### config.mk
export PLATFORM = sky130hd
export DESIGN_NAME = pending_encoder
export DESIGN_NICKNAME = d
export VERILOG_FILES = /design/src/rtl/pending_encoder_pkg.sv /design/src/rtl/prio_enc16.sv /design/src/rtl/pending_encoder.sv
export SDC_FILE = /design/constraint.sdc
export NUM_CORES = 1
export LEC_CHECK = 0
export CORE_UTILIZATION = 40
export CTS_CLUSTER_DIAMETER = 60
export DETAILED_ROUTE_END_ITERATION = 10
export PLACE_DENSITY = 0.7
export SYNTH_ARGS = -nofsm -noshare
export SYNTH_HDL_FRONTEND = slang
export SYNTH_SLANG_ARGS = --single-unit
### constraint.sdc
create_clock -name clk -period 8.78 [get_ports clk]
set_input_delay 1.317 -clock clk [delete_from_list [all_inputs] [get_ports clk]]
set_output_delay 1.317 -clock clk [all_outputs]
set_load 0.02 [all_outputs]
### src/rtl/pending_encoder_pkg.sv
// Shared constants, FSM state type and helpers for the pending-request encoder.
// Both the top level and the priority finder import this package.
package pending_encoder_pkg;

  localparam int N_REQ = 16;
  localparam int IDX_W = 4;

  typedef enum logic {
    IDLE  = 1'b0,
    OFFER = 1'b1
  } state_t;

  // Five-bit result so that all sixteen lines set reports 16 rather than wrapping to 0.
  function automatic logic [4:0] popcount16(input logic [15:0] vec);
    logic [4:0] cnt;
    cnt = '0;
    for (int i = 0; i < 16; i++) begin
      cnt = cnt + {4'b0000, vec[i]};
    end
    return cnt;
  endfunction

endpackage

### src/rtl/prio_enc16.sv
// Combinational highest-set-bit finder for a 16-bit vector.
// Works nibble-wise: each nibble reports its top bit, then the top nonempty nibble wins.
module prio_enc16
  import pending_encoder_pkg::*;
(
  input  logic [N_REQ-1:0] i_vec,
  output logic [IDX_W-1:0] idx,
  output logic             found
);

  logic [3:0] w_grp_found;
  logic [1:0] w_loc [4];
  logic [1:0] w_grp;

  genvar gi;
  generate
    for (gi = 0; gi < 4; gi++) begin : g_nib
      logic [3:0] w_nib;
      assign w_nib          = i_vec[gi*4 +: 4];
      assign w_grp_found[gi] = |w_nib;
      assign w_loc[gi]      = w_nib[3] ? 2'd3 :
                              w_nib[2] ? 2'd2 :
                              w_nib[1] ? 2'd1 : 2'd0;
    end
  endgenerate

  assign w_grp = w_grp_found[3] ? 2'd3 :
                 w_grp_found[2] ? 2'd2 :
                 w_grp_found[1] ? 2'd1 : 2'd0;

  assign found = |w_grp_found;
  assign idx   = {w_grp, w_loc[w_grp]};

endmodule

### src/rtl/pending_encoder.sv
// Latches request pulses into a pending register and offers the highest pending
// line index over a valid/ready handshake, clearing that line on acceptance.
module pending_encoder
  import pending_encoder_pkg::*;
(
  input  logic             clk,
  input  logic             rst,
  input  logic             E,
  input  logic [N_REQ-1:0] req,
  output logic [IDX_W-1:0] a,
  output logic             valid,
  input  logic             ready,
  output logic [N_REQ-1:0] pend,
  output logic [4:0]       pend_cnt,
  output logic             ovf,
  input  logic             ovf_clr
);

  logic [N_REQ-1:0] r_p;
  logic [IDX_W-1:0] r_a;
  logic             r_valid;
  logic             r_ovf;
  state_t           r_state;

  logic [N_REQ-1:0] w_s;
  logic [N_REQ-1:0] w_k;
  logic [N_REQ-1:0] w_p_next;
  logic             w_accept;
  logic             w_ovf_hit;
  logic [IDX_W-1:0] w_top_idx;
  logic             w_found;

  prio_enc16 u_prio (
    .i_vec (r_p),
    .idx   (w_top_idx),
    .found (w_found)
  );

  assign w_s       = req & {N_REQ{E}};
  assign w_accept  = r_valid & ready;
  assign w_k       = w_accept ? (N_REQ'(1) << r_a) : '0;
  // Set wins over clear, so a line re-requested while being acknowledged stays pending.
  assign w_p_next  = (r_p & ~w_k) | w_s;
  assign w_ovf_hit = |(w_s & r_p & ~w_k);

  always_ff @(posedge clk or posedge rst) begin
    if (rst) begin
      r_p   <= '0;
      r_ovf <= 1'b0;
    end else begin
      r_p <= w_p_next;
      if (w_ovf_hit) begin
        r_ovf <= 1'b1;
      end else if (ovf_clr) begin
        r_ovf <= 1'b0;
      end
    end
  end

  // The offer is loaded from the registered P, so a newly captured line is
  // offered one edge after it appears in pend; an accept always passes through IDLE.
  always_ff @(posedge clk or posedge rst) begin
    if (rst) begin
      r_state <= IDLE;
      r_a     <= '0;
      r_valid <= 1'b0;
    end else begin
      case (r_state)
        IDLE: begin
          if (w_found) begin
            r_a     <= w_top_idx;
            r_valid <= 1'b1;
            r_state <= OFFER;
          end
        end
        OFFER: begin
          if (ready) begin
            r_valid <= 1'b0;
            r_state <= IDLE;
          end
        end
        default: begin
          r_valid <= 1'b0;
          r_state <= IDLE;
        end
      endcase
    end
  end

  assign a        = r_a;
  assign valid    = r_valid;
  assign pend     = r_p;
  assign pend_cnt = popcount16(r_p);
  assign ovf      = r_ovf;

endmodule

==> flow_metrics.tcl <==
set metrics [dict create \
    antenna_left 0 \
    post_cts_buffers 0 \
    ys_ff_latch 23 \
    cts_buffers 3 \
    hpwl_um 3115 \
    r2r_slack_ns 7.00 \
    period_share_pct 63.55 \
    cts_resized 0 \
    dr_total_vias 1449 \
    drc 0 \
    end_kind "output port" \
    ys_warn_count 0 \
    syn_inst 177 \
    maxSlewHeadroom_pct 42.21 \
    io_buffer_count 47 \
    crit_type "reg -> out" \
    cp.arrival_ns 4.26 \
    cts_buffer_depth 2 \
    synth_cell_types 39 \
    final_util_pct 57.70 \
    syn-num-nets 214 \
    rsz0062_at_grt "no" \
    grt_first_pass_wirelength_um 6575 \
    path_clk_slew_ns 0.08 \
    grt_overflow 0 \
    area_growth_pct 34.60 \
    slew_violations 0 \
    p_leak_uw 0.0009751 \
    syn_area_per_cell_um2 9.133 \
    fillCellCount 349 \
    finalInstanceArea_mm2 0.002176 \
    rows 22 \
    period_minus_slack_ns 5.580 \
    final_common_cell "clkdlybuf4s50_1" \
    fp.coreArea_mm2 0.003771 \
    hold_class "reg -> reg" \
    switching_power_uw 159.9 \
    cts_root_buf "clkbuf_8" \
    insertion_delay_ns 0.26 \
    cp_max_fo 7 \
    n_antenna_cell 0 \
    syn_area_mm2 0.001617 \
    ir_worst_vdd_uv 104.2 \
    skew_ns 0.002089 \
    seq_area_frac_synth_pct 35.60 \
    fmax_mhz 179.2 \
    tns_ns 0 \
    async_reset_ff_share_pct 100.0 \
    power.density_mw_per_mm2 193.0 \
    gp_congestion 0.8448 \
    grt_max_degree 24 \
    cts_tree "yes" \
    die_h_um 65.57 \
    grt_pass1_vias 1419 \
    pwr-share-seq_pct 30.3 \
    finalWirelength_um 3823 \
    dieArea_mm2 0.004299 \
    critPathLaunchType "flip-flop" \
    finalHoldViolCount 0 \
    p_int_uw 260.1 \
    drt_iter0_drc 39 \
    dr.pass1.iters 4 \
    die_w_um 65.57 \
    max_cap_violations 0 \
    ioPinCount 48 \
    postPlaceCellArea_mm2 0.002130 \
    synth-edff-count 0 \
    worst_slew_pin_slew_ns 0.8659 \
    grtUsageTotal_pct 20.39 \
    via_per_inst 5.327 \
    postCtsHoldBufs 0 \
    num-nets-final 262 \
    p_comb_share_pct 54.2 \
    antenna_found_initial 0 \
    htreeDepth 1 \
    ys.flop_type "dfrtp_1" \
    clock-sinks 23 \
    outcome "finished clean" \
    cp.required_ns 7.46 \
    power_switching_share_pct 38.07 \
    initial_core_util_pct 42.87 \
    clkPwrFrac_pct 15.6 \
    drive_above_1_share_pct 4.464 \
    wl_per_cell_um 14.06 \
    finalSetupViolCount 0 \
    layout_common_cells "clkdlybuf4s50_1 (47), inv_1 (28), nand2_1 (26)" \
]
## path summary, 6_finish.rpt
path | startpoint | endpoint | cells past startpoint
max | pend[5] | pend_cnt[4] | 12
min | r_state | a[3] | 1
max reg2reg | a[1] | ovf | 5
min reg2reg | r_state | a[3] | 1
max in group asynchronous | rst | pend[2] | 2
min in group asynchronous | rst | pend[4] | 2
## power by group through the flow
stage / clock [uW] / combinational [uW] / sequential (uW)
6_report: 65.4 / 228 / 127
3_5_place_dp: 0 / 230 / 129
3_3_place_gp: 0 / 227 / 129
2_1_floorplan: 0 / 134 / 130
4_1_cts: 67.8 / 231 / 127
5_1_grt: 71.6 / 250 / 129
## cell usage after synthesis, drive strengths merged (4+ instances only)
cell	instances	area, um2
a21oi	6	33.78
fa	10	200.2
dfrtp	23	575.6
inv	28	105.1
a21o	4	31.28
ha	6	75.07
nand2	26	97.59
o21ai	17	85.08
a22o	4	35.03
nand2b	4	25.02
nor2	6	22.52
## through the flow
stage	worst slack, ns	power (uW)	hold slack, ns	std cells
2_1_floorplan	3.929	264.0	0.5164	177
3_3_place_gp	3.523	356.1	0.5384	268
5_1_grt	2.959	451.3	0.5996	272
3_5_place_dp	3.473	358.8	0.5374	268
4_1_cts	3.173	425.6	0.5627	272
6_report	3.200	420.0	0.5710	272
## layer usage
layer | global-route usage [%] | up-vias | share of wire (%)
met3 | 2.257 | 7 | 4.6
li1 | - | 709 | -
met2 | 32.73 | 48 | 46
met1 | 28.29 | 685 | 48
met5 | 0 | - | 0
met4 | 7.337 | 0 | 1.7
## sequential cells by signal, indices dropped and copies added (netlist names)
| name | cells |
|---|---|
| a | 4 |
| ovf | 1 |
| pend | 16 |
| r_state | 1 |
| valid | 1 |
## cells by family (layout without fill, tap and decap cells)
family / Yosys count / in the layout / share of synthesized area, %
buffers and inverters: 32 / 79 / 7.585
AOI/OAI and AO/OA: 49 / 49 / 20.20
DFF: 23 / 23 / 35.60
adders and majority gates: 16 / 16 / 17.03
xor gates and xnor gates: 2 / 2 / 1.084
and+or+nand+nor: 54 / 54 / 17.57
muxes: 1 / 1 / 0.9285
## area by class of cell
class | instances | area [um2] | share of cell area [%]
Clock buffer | 3 | 41.29 | 1.898
Clock inverter | 1 | 5.005 | 0.2300
Inverter | 28 | 105.1 | 4.830
Multi-Input combinational cell | 122 | 918.4 | 42.21
Sequential cell | 23 | 575.6 | 26.45
Tap cell | 48 | 60.06 | 2.760
Timing Repair Buffer | 47 | 470.5 | 21.62
## worst max-delay path, cell delays in order, from the launching register on
cell and delay (ns):
dfrtp_1 0.46, inv_1 0.09, fa_1 0.56, fa_1 0.43
fa_1 0.54, fa_1 0.42, inv_1 0.07, ha_1 0.16
inv_1 0.06, fa_1 0.39, nor2b_1 0.13, o21a_1 0.11
clkdlybuf4s50_1 0.59
Note: power is estimated with default switching activity, not from simulation.
